`src/rtl/sc_regbank_writer_if.sv`:
```
// Request/strobe bundle between a register-bank controller and its writer.
// The master issues requests and observes strobes; the writer is the slave.
interface sc_regbank_writer_if #(
   parameter int DATAWIDTH_BUS = 32,
   parameter int NUM_REGS      = 8,
   parameter int ADDRWIDTH     = 3
);
   logic                     sc_regbank_writer_req_InHigh;
   logic [1:0]               sc_regbank_writer_op_InBus;
   logic [ADDRWIDTH-1:0]     sc_regbank_writer_addr_InBus;
   logic [DATAWIDTH_BUS-1:0] sc_regbank_writer_data_InBus;
   logic [NUM_REGS-1:0]      sc_regbank_writer_load_OutBusLow;
   logic [NUM_REGS-1:0]      sc_regbank_writer_clear_OutBusLow;
   logic [DATAWIDTH_BUS-1:0] sc_regbank_writer_data_OutBus;
   logic                     sc_regbank_writer_busy_OutHigh;
   logic                     sc_regbank_writer_ack_OutHigh;
   logic                     sc_regbank_writer_error_OutHigh;

   modport master (
      output sc_regbank_writer_req_InHigh,
      output sc_regbank_writer_op_InBus,
      output sc_regbank_writer_addr_InBus,
      output sc_regbank_writer_data_InBus,
      input  sc_regbank_writer_load_OutBusLow,
      input  sc_regbank_writer_clear_OutBusLow,
      input  sc_regbank_writer_data_OutBus,
      input  sc_regbank_writer_busy_OutHigh,
      input  sc_regbank_writer_ack_OutHigh,
      input  sc_regbank_writer_error_OutHigh
   );

   modport slave (
      input  sc_regbank_writer_req_InHigh,
      input  sc_regbank_writer_op_InBus,
      input  sc_regbank_writer_addr_InBus,
      input  sc_regbank_writer_data_InBus,
      output sc_regbank_writer_load_OutBusLow,
      output sc_regbank_writer_clear_OutBusLow,
      output sc_regbank_writer_data_OutBus,
      output sc_regbank_writer_busy_OutHigh,
      output sc_regbank_writer_ack_OutHigh,
      output sc_regbank_writer_error_OutHigh
   );
endinterface

```
`src/rtl/sc_regbank_writer.sv`:
```
// Register-bank writer: turns single write/clear/clear-all requests into
// active-low per-register load/clear strobes, with a one-cycle ack/error.
module sc_regbank_writer #(
   parameter int DATAWIDTH_BUS = 32,
   parameter int NUM_REGS      = 8,
   parameter int ADDRWIDTH     = 3
) (
   input logic               sc_regbank_writer_CLOCK_50,
   input logic               sc_regbank_writer_RESET_InHigh,
   sc_regbank_writer_if.slave bus
);
   localparam int IDXW = (NUM_REGS > 1) ? $clog2(NUM_REGS) : 1;
   localparam logic [NUM_REGS-1:0] ALL_ONES  = '1;
   localparam logic [IDXW-1:0]     LAST_IDX  = IDXW'(NUM_REGS - 1);

   typedef enum logic [1:0] {IDLE, STROBE, SWEEP, ACK} state_t;

   state_t                   stateReg;
   logic [IDXW-1:0]          indexReg;
   logic [NUM_REGS-1:0]      loadReg;
   logic [NUM_REGS-1:0]      clearReg;
   logic [DATAWIDTH_BUS-1:0] dataReg;
   logic                     busyReg;
   logic                     ackReg;
   logic                     errorReg;

   logic [NUM_REGS-1:0]      addrHot;
   logic [NUM_REGS-1:0]      sweepNextHot;
   logic [IDXW-1:0]          indexNext;
   logic                     addrValid;
   logic                     opIsError;

   assign indexNext = indexReg + IDXW'(1);
   assign addrValid = (32'(bus.sc_regbank_writer_addr_InBus) < 32'(NUM_REGS));
   // Reserved opcode, or a single-register op aimed past the bank.
   assign opIsError = (bus.sc_regbank_writer_op_InBus == 2'b11) ||
                      (!bus.sc_regbank_writer_op_InBus[1] && !addrValid);

   generate
      for (genvar gi = 0; gi < NUM_REGS; gi++) begin : g_decode
         assign addrHot[gi]      = (bus.sc_regbank_writer_addr_InBus == ADDRWIDTH'(gi));
         assign sweepNextHot[gi] = (indexNext == IDXW'(gi));
      end
   endgenerate

   always_ff @(posedge sc_regbank_writer_CLOCK_50 or posedge sc_regbank_writer_RESET_InHigh) begin
      if (sc_regbank_writer_RESET_InHigh) begin
         stateReg <= IDLE;
         indexReg <= '0;
         loadReg  <= ALL_ONES;
         clearReg <= ALL_ONES;
         dataReg  <= '0;
         busyReg  <= 1'b0;
         ackReg   <= 1'b0;
         errorReg <= 1'b0;
      end else begin
         case (stateReg)
            IDLE: begin
               ackReg   <= 1'b0;
               errorReg <= 1'b0;
               if (bus.sc_regbank_writer_req_InHigh) begin
                  busyReg <= 1'b1;
                  if (opIsError) begin
                     stateReg <= ACK;
                     ackReg   <= 1'b1;
                     errorReg <= 1'b1;
                  end else begin
                     case (bus.sc_regbank_writer_op_InBus)
                        2'b00: begin
                           stateReg <= STROBE;
                           loadReg  <= ~addrHot;
                           dataReg  <= bus.sc_regbank_writer_data_InBus;
                        end
                        2'b01: begin
                           stateReg <= STROBE;
                           clearReg <= ~addrHot;
                        end
                        default: begin
                           stateReg <= SWEEP;
                           indexReg <= '0;
                           clearReg <= ~NUM_REGS'(1);
                        end
                     endcase
                  end
               end
            end
            STROBE: begin
               loadReg  <= ALL_ONES;
               clearReg <= ALL_ONES;
               stateReg <= ACK;
               ackReg   <= 1'b1;
            end
            SWEEP: begin
               // The index stops at the last register rather than wrapping.
               if (indexReg == LAST_IDX) begin
                  clearReg <= ALL_ONES;
                  stateReg <= ACK;
                  ackReg   <= 1'b1;
               end else begin
                  indexReg <= indexNext;
                  clearReg <= ~sweepNextHot;
               end
            end
            ACK: begin
               ackReg   <= 1'b0;
               errorReg <= 1'b0;
               busyReg  <= 1'b0;
               stateReg <= IDLE;
            end
            default: stateReg <= IDLE;
         endcase
      end
   end

   assign bus.sc_regbank_writer_load_OutBusLow  = loadReg;
   assign bus.sc_regbank_writer_clear_OutBusLow = clearReg;
   assign bus.sc_regbank_writer_data_OutBus     = dataReg;
   assign bus.sc_regbank_writer_busy_OutHigh    = busyReg;
   assign bus.sc_regbank_writer_ack_OutHigh     = ackReg;
   assign bus.sc_regbank_writer_error_OutHigh   = errorReg;
endmodule

```
`src/flat_wrapper.sv`:
```
// flat-port wrapper written by rule: the top's interface ports become plain ports
module sc_regbank_writer_flat 
#(
   parameter int DATAWIDTH_BUS = 32,
   parameter int NUM_REGS      = 8,
   parameter int ADDRWIDTH     = 3
)
  (sc_regbank_writer_CLOCK_50, sc_regbank_writer_RESET_InHigh, bus_sc_regbank_writer_req_InHigh, bus_sc_regbank_writer_op_InBus, bus_sc_regbank_writer_addr_InBus, bus_sc_regbank_writer_data_InBus, bus_sc_regbank_writer_load_OutBusLow, bus_sc_regbank_writer_clear_OutBusLow, bus_sc_regbank_writer_data_OutBus, bus_sc_regbank_writer_busy_OutHigh, bus_sc_regbank_writer_ack_OutHigh, bus_sc_regbank_writer_error_OutHigh);
  sc_regbank_writer_if #(.DATAWIDTH_BUS(DATAWIDTH_BUS), .NUM_REGS(NUM_REGS), .ADDRWIDTH(ADDRWIDTH)) bus_i ();
  input logic sc_regbank_writer_CLOCK_50;
  input logic sc_regbank_writer_RESET_InHigh;
  input wire logic [$bits(bus_i.sc_regbank_writer_req_InHigh)-1:0] bus_sc_regbank_writer_req_InHigh;
  input wire logic [$bits(bus_i.sc_regbank_writer_op_InBus)-1:0] bus_sc_regbank_writer_op_InBus;
  input wire logic [$bits(bus_i.sc_regbank_writer_addr_InBus)-1:0] bus_sc_regbank_writer_addr_InBus;
  input wire logic [$bits(bus_i.sc_regbank_writer_data_InBus)-1:0] bus_sc_regbank_writer_data_InBus;
  output wire logic [$bits(bus_i.sc_regbank_writer_load_OutBusLow)-1:0] bus_sc_regbank_writer_load_OutBusLow;
  output wire logic [$bits(bus_i.sc_regbank_writer_clear_OutBusLow)-1:0] bus_sc_regbank_writer_clear_OutBusLow;
  output wire logic [$bits(bus_i.sc_regbank_writer_data_OutBus)-1:0] bus_sc_regbank_writer_data_OutBus;
  output wire logic [$bits(bus_i.sc_regbank_writer_busy_OutHigh)-1:0] bus_sc_regbank_writer_busy_OutHigh;
  output wire logic [$bits(bus_i.sc_regbank_writer_ack_OutHigh)-1:0] bus_sc_regbank_writer_ack_OutHigh;
  output wire logic [$bits(bus_i.sc_regbank_writer_error_OutHigh)-1:0] bus_sc_regbank_writer_error_OutHigh;
  assign bus_i.sc_regbank_writer_req_InHigh = bus_sc_regbank_writer_req_InHigh;
  assign bus_i.sc_regbank_writer_op_InBus = bus_sc_regbank_writer_op_InBus;
  assign bus_i.sc_regbank_writer_addr_InBus = bus_sc_regbank_writer_addr_InBus;
  assign bus_i.sc_regbank_writer_data_InBus = bus_sc_regbank_writer_data_InBus;
  assign bus_sc_regbank_writer_load_OutBusLow = bus_i.sc_regbank_writer_load_OutBusLow;
  assign bus_sc_regbank_writer_clear_OutBusLow = bus_i.sc_regbank_writer_clear_OutBusLow;
  assign bus_sc_regbank_writer_data_OutBus = bus_i.sc_regbank_writer_data_OutBus;
  assign bus_sc_regbank_writer_busy_OutHigh = bus_i.sc_regbank_writer_busy_OutHigh;
  assign bus_sc_regbank_writer_ack_OutHigh = bus_i.sc_regbank_writer_ack_OutHigh;
  assign bus_sc_regbank_writer_error_OutHigh = bus_i.sc_regbank_writer_error_OutHigh;
  sc_regbank_writer #(.DATAWIDTH_BUS(DATAWIDTH_BUS), .NUM_REGS(NUM_REGS), .ADDRWIDTH(ADDRWIDTH)) u_core (.sc_regbank_writer_CLOCK_50(sc_regbank_writer_CLOCK_50), .sc_regbank_writer_RESET_InHigh(sc_regbank_writer_RESET_InHigh), .bus(bus_i));
endmodule
```
`config.mk`:
```
export PLATFORM = sky130hd
export DESIGN_NAME = sc_regbank_writer_flat
export DESIGN_NICKNAME = d
export VERILOG_FILES = /design/src/rtl/sc_regbank_writer_if.sv /design/src/rtl/sc_regbank_writer.sv /design/src/flat_wrapper.sv
export SDC_FILE = /design/constraint.sdc
export NUM_CORES = 1
export LEC_CHECK = 0
export ABC_AREA = 1
export CAP_MARGIN = 15
export CORE_ASPECT_RATIO = 1.1
export CORE_MARGIN = 1.5
export CORE_UTILIZATION = 43
export CTS_BUF_LIST = sky130_fd_sc_hd__clkbuf_4
export DETAILED_ROUTE_END_ITERATION = 12
export GPL_TIMING_DRIVEN = 0
export HOLD_SLACK_MARGIN = 0.03
export PLACE_DENSITY = 0.79
export SYNTH_ARGS = -nofsm -noshare
export SYNTH_HDL_FRONTEND = slang
export SYNTH_SLANG_ARGS = --single-unit
export TNS_END_PERCENT = 20
```
`constraint.sdc`:
```
create_clock -name sc_regbank_writer_CLOCK_50 -period 1.75 [get_ports sc_regbank_writer_CLOCK_50]
set_clock_uncertainty 0.1 [all_clocks]
set_input_delay 0.35 -clock sc_regbank_writer_CLOCK_50 [delete_from_list [all_inputs] [get_ports sc_regbank_writer_CLOCK_50]]
set_output_delay 0.35 -clock sc_regbank_writer_CLOCK_50 [all_outputs]
set_load 0.05 [all_outputs]
```
Yosys cells after proc, flatten, opt, wreduce, memory -nomap -nowiden
Cells that the tools add are included.
- register bits after elaboration: 56
- input bits: 40
- output and inout bits: 51
- word-level logic and storage cells: 80
- add/subtract/negate cells: 1
- equal/unequal tests: 27
- multiplexer cells: 26
- bitwise operators: 3
- reduce and logical (&&, ||, !) cells: 15
- operators with widths (operator ; number):
    8-bit 2-to-1 mux ; 6
    8-bit case mux with 2 select lines ; 2
    3-bit == test, second input constant ; 9
    8-bit case mux with 3 select lines ; 1
    8-bit NOT ; 2
    3-bit by 2-bit == test with 1-bit output, second input constant ; 4
    3-bit 2-to-1 mux ; 4
    2-bit != test, second input constant ; 6
    4-bit AND reduction ; 3
    2-bit 2-to-1 mux ; 4
    2-bit case mux with 4 select lines ; 1
    2-bit == test, second input constant ; 3
    3-bit by 1-bit == test with 1-bit output, second input constant ; 2
    3-bit logical NOT ; 2
    3-bit case mux with 2 select lines ; 1
    2-bit nonzero test ; 3
    5-bit AND reduction ; 1
    2-bit by 1-bit == test with 1-bit output, second input constant ; 2
    2-bit logical NOT ; 2
    1-bit 2-to-1 mux ; 4
    1-bit case mux with 2 select lines ; 2
    1-bit case mux with 4 select lines ; 1
    2-bit AND reduction ; 2
    3-bit by 1-bit adder with 3-bit output, second input constant ; 1
    other kinds (4) ; 4

Depth between registers and ports, before layout
- word-level depth: 6
- mapped depth: 10
- gate-level depth less buffers: 9

Worst setup path before layout
OpenSTA, ideal clock, no wires.
- path kind: register to register
- start point: register u_core.stateReg[0]
- end point: register u_core.clearReg[5] (netlist: u_core.bus.sc_regbank_writer_clear_OutBusLow[5])
- setup time: 0.076 ns
- arrival: 1.366 ns
- required time: 1.574 ns
- path slack: 0.208 ns
- stages on the path, launching flop included: 8
- buffers on the path: 0
- period minus slack after synthesis: 1.542 ns
- cell sequence: dfrtp_1 > inv_1 > ha_1 > inv_1 > nor2_1 > nand3_1 > nand3_1 > nand2_1
- longest elaborated chain between the ends: 3
- elaborated cells on any way between the ends: 9
- classes of those cells: eq/ne (5); mux (1); reduce/logical (3)
- ends and longest elaborated chain (what ; line ; RTL):
    from (decl) ; sc_regbank_writer.sv:18 ; state_t stateReg;
    from (signal assigned) ; sc_regbank_writer.sv:48 ; stateReg <= IDLE;
    from (signal assigned) ; sc_regbank_writer.sv:64 ; stateReg <= ACK;
    from (signal assigned) ; sc_regbank_writer.sv:70 ; stateReg <= STROBE;
    2-bit by 1-bit == test with 1-bit output, or another cell as far along ; sc_regbank_writer.sv:57 ; case (stateReg)
    3-bit nonzero test (no line) or 2-bit != test (tied branches) ; n/a ;
    4-bit AND reduction (no line) ; n/a ;
    to (signal assigned) ; sc_regbank_writer.sv:76 ; clearReg <= ~addrHot;
    to (signal assigned) ; sc_regbank_writer.sv:81 ; clearReg <= ~NUM_REGS'(1);
    to (signal assigned) ; sc_regbank_writer.sv:101 ; clearReg <= ~sweepNextHot;
    to (decl) ; sc_regbank_writer.sv:21 ; logic [NUM_REGS-1:0] clearReg;
Parallel ways exist; a longest one is shown, timed or not.
A chain may end at the register's enable or synchronous reset.

Final worst setup path
- start point: register u_core.loadReg[2] (netlist: u_core.bus.sc_regbank_writer_load_OutBusLow[2])
- end point: output port bus_sc_regbank_writer_load_OutBusLow[2]
- RTL lines (what ; line ; RTL):
    from (decl) ; sc_regbank_writer.sv:20 ; logic [NUM_REGS-1:0] loadReg;
    from (signal assigned) ; sc_regbank_writer.sv:71 ; loadReg <= ~addrHot;
    to (decl) ; flat_wrapper.sv:16 ; output wire logic [$bits(bus_i.sc_regbank_writer_load_OutBusLow)-1:0] bus_sc_regbank_writer_load_OutBusLow;
No word-level cell between the ends.

==> key figures <==
Global route
  – Total global routing track utilization: 18.2%
  – Global route overflow: 0
  – Via count of the first global-routing pass: 2232
  – Wire length of the first global-routing pass: 9800 um
  – Initial antenna violation count: 0
  – Maximum number of pins on one net before global-route repair: 38

Routing
  – Number of nets with antenna violations after routing: 0
  – Violation count after the first detailed-routing iteration: 117
  – Via density: 4.71
  – WL per Instance: 11.7 um
  – Vias post-DR: 2450
  – Number of remaining DRC errors: 0
  – Pre-Repair DR Iteration Count: 5
  – Total wire length: just over 6000 um

Floorplan
  – Die area: approximately 6800 um^2
  – Width of the die: 78.9 um
  – Core area: 6160 um^2
  – Starting utilization of the core area: between 40% and 50%
  – Number of standard-cell rows in the floorplan: 30
  – IO Pins: 91
  – Height of the die: ~87 um

Setup path
  – Slack of the worst reg-to-reg path: 0.14 ns
  – Total buffers and inverters traversed by the critical path: 1
  – Startpoint type of the worst setup path: register
  – Slowest stage cell, crit path: dfstp_2
  – Critical path class: reg2out
  – CP peak stage delay: between 0.5 and 0.6 ns
  – WP data required: 1.30 ns
  – Largest delay contributor family on the critical path: flip-flops
  – Endpoint type of the worst setup path: output pin
  – Worst EP arrival: 1.21 ns
  – Highest net fanout along the worst path: 2
  – Cell-by-cell trace of the critical path: buf_2

Synth
  – Post-synthesis instance total: roughly 340
  – Synthesized flop and latch total: 56
  – Yosys warning count: 0
  – Mapped cell area: 2730 um^2
  – Mapped Avg Cell Area: 8.04 um^2
  – Count of cell types in the netlist: 21
  – Register area share after synthesis: 52.1%
  – Number of nets in the synthesized netlist: 389

Flow run
  – Max_cap viols: 0

STA
  – Count of final max-slew check failures: 0
  – Unrepaired setup endpoints after global routing: no
  – Sum Neg Setup Slack: 0 ns
  – Achievable frequency: 0.604 GHz
  – Final setup viols: 0
  – Final Worst Setup Slack: 0.0943 ns
  – Hold violation count in the final report: 0
  – Worst Max-Slew Pin Slew: approximately 0.45 ns
  – Tightest slew margin relative to the limit: 70.1%
  – Min Tclk post-route: 1.66 ns
  – Fraction of the cycle the final worst path needs: 94.6%

Placement
  – Global placer's final weighted congestion: 0.897
  – Cell Count Post-Placement: between 500 and 600
  – Detailed placer's ending HPWL: roughly 4500 um
  – Placed Area: 3750 um^2
  – IO buf count: 90
  – Pre-CTS WS: -0.267 ns

Clock network
  – Post-CTS Hold Fix Bufs: 0
  – H-tree levels: 2
  – TritonCTS Sinks: 56
  – Number of CTS-inserted buffers: 5
  – Clock buffer depth: 2
  – Clock root buffer: clkbuf_4
  – TritonCTS clock tree: done
  – Clock latency at the later pin of the worst-skew pair: 0.38 ns
  – Clock slew at reported path FFs: 0.16 ns

Power and ir drop
  – Ratio of total power to cell area: ~2100 nW/um^2
  – Static Leak: ~2.0 nW
  – Worst voltage drop across the vdd grid: 0.923 mV

Finish
  – Storage cell area: 1420 um^2
  – Layout-stage area growth over the synthesis result: 34.2%
  – Diode count: 0
  – Fraction of layout cells with a size suffix above 1: 24.5%
  – Final design utilization: between 50 and 60%
  – Count of fill cells added during filler insertion: slightly below 600
  – Net count, final: slightly below 500
  – Area taken by multi-input logic gates: between 1000 and 1500 um^2
  – Finished Layout Cells: 520
  – Post-route design area: 3660 um^2

Hold path
  – Path type of the worst min-delay path: in2async

Outcome
  – Outcome: finished, final reports clean
flip-flops by register name, indices dropped and copies added (netlist names):
name / flops
u_core.bus.sc_regbank_writer_data_OutBus: 32
u_core.bus.sc_regbank_writer_clear_OutBusLow: 8
u_core.bus.sc_regbank_writer_load_OutBusLow: 8
u_core.indexReg: 3
u_core.stateReg: 2
u_core.bus.sc_regbank_writer_ack_OutHigh: 1
u_core.bus.sc_regbank_writer_busy_OutHigh: 1
u_core.bus.sc_regbank_writer_error_OutHigh: 1
worst register-to-register path, delay by kind of cell (launching register included):
kind                     cells  cell delay (ns)
AND/OR/NAND/NOR              1             0.16
AO/OA/AOI/OAI                1             0.17
adder cells (fa/ha/maj)      1             0.18
flip-flops                   1             0.43
buffers and inverters        3             0.48
layout make-up:
| type | count | area share, % |
|---|---|---|
| plain buffers | 8 | 1.54 |
| flip-flops and latches | 56 | 38.8 |
| multi-input cells | 215 | 30.1 |
| inverters | 60 | 6.26 |
| well taps | 80 | 2.74 |
| clock buffers | 6 | 1.23 |
| clock inverters | 2 | 0.376 |
| repair buffers | 93 | 18.9 |
layout by cell type, fill, tap and decap left out:
cell             netlist  routed
nor2_1                10       9
o21ai_0               36      36
nor3_4                 0       1
buf_4                  0       6
clkbuf_4               0       6
clkinvlp_4             0       1
nor2_2                 0       1
nand3_2                0       2
dfstp_2               16      16
nand4_4                0       1
dfrtp_1               40      40
clkdlybuf4s15_2        0       2
buf_2                  5      19
nand3_1               25      23
clkbuf_2               0      33
ha_2                   0       2
nand2_4                0       3
nand2_1              105     104
inv_2                  5       6
buf_6                  1       1
ha_1                  10       8
a31oi_1                1       1
clkinv_2               0       1
buf_12                 0       1
nor3_1                 5       5
inv_6                  0       1
and2_1                 3       3
o31ai_1                1       1
o21ai_2                0       2
clkdlybuf4s50_1        0      39
inv_1                 55      53
o21ai_1               12      10
nand2_2                3       1
nor2_4                 1       2
cell families (layout without fill, tap and decap cells):
family | Yosys count | in the layout | synth area share (%)
simple gates | 154 | 155 | 24.0
fa+ha+maj | 10 | 10 | 4.59
compound gates | 50 | 50 | 9.32
flops | 56 | 56 | 52.1
buf+inv | 69 | 169 | 10.0
synthesized netlist by cell type:
cell type  instances  area share [%]
nand2_1          105              14
inv_1             55             7.6
dfrtp_1           40              37
o21ai_0           36             6.6
nand3_1           25             4.6
dfstp_2           16              15
o21ai_1           12             2.2
ha_1              10             4.6
nor2_1            10             1.4
buf_2              5            0.92
inv_2              5            0.69
nor3_1             5            0.92
and2_1             3            0.69
clkbuf_1           3            0.41
nand2_2            3            0.69
a31oi_1            1            0.23
buf_6              1            0.41
nand4_2            1            0.46
nor2_4             1            0.41
nor3_2             1            0.37
o31ai_1            1            0.28
layer usage:
metal / track usage [%] / up-vias / routed length (um)
li1: - / 1252 / -
met1: 23.1 / 1100 / 2610
met2: 30.0 / 86 / 2930
met3: 5.79 / 12 / 463
met4: 5.26 / 0 / 83
met5: 0 / - / 0
power by group:
part / leakage (nW) / switching, mW / internal [mW]
logic: 1.25 / 3.49 / 1.21
clock network: 0.0360 / 0.398 / 0.177
registers: 0.671 / 0.347 / 2.05
final timing paths:
check | depth (start not counted) | endpoint | start
max in group asynchronous | 3 | u_core.bus.sc_regbank_writer_load_OutBusLow[0] | sc_regbank_writer_RESET_InHigh
worst max register to register | 6 | u_core.bus.sc_regbank_writer_data_OutBus[15] | u_core.stateReg[1]
worst min-delay path | 2 | u_core.bus.sc_regbank_writer_data_OutBus[5] | sc_regbank_writer_RESET_InHigh
min in group sc_regbank_writer_CLOCK_50 | 2 | u_core.bus.sc_regbank_writer_clear_OutBusLow[6] | u_core.bus.sc_regbank_writer_clear_OutBusLow[6]
worst max-delay path | 1 | bus_sc_regbank_writer_load_OutBusLow[2] | u_core.bus.sc_regbank_writer_load_OutBusLow[2]
worst min register to register | 2 | u_core.bus.sc_regbank_writer_clear_OutBusLow[6] | u_core.bus.sc_regbank_writer_clear_OutBusLow[6]
repair_timing:
action,in CTS,in global routing
gates cloned,0,1
setup buffers,0,2
endpoints found under the hold margin,0,0
setup endpoints to repair,89,92
resized for setup,136,83
pin swaps,1,3
through the flow:
step | hold slack, ns | power, mW
after detailed placement | 0.357 | 7.49
after global placement | 0.358 | 7.39
after floorplan | 0.325 | 5.90
after CTS | 0.208 | 7.80
after global routing | 0.200 | 8.22
final | 0.200 | 7.66
No activity file was read; power rests on OpenSTA's default activity.
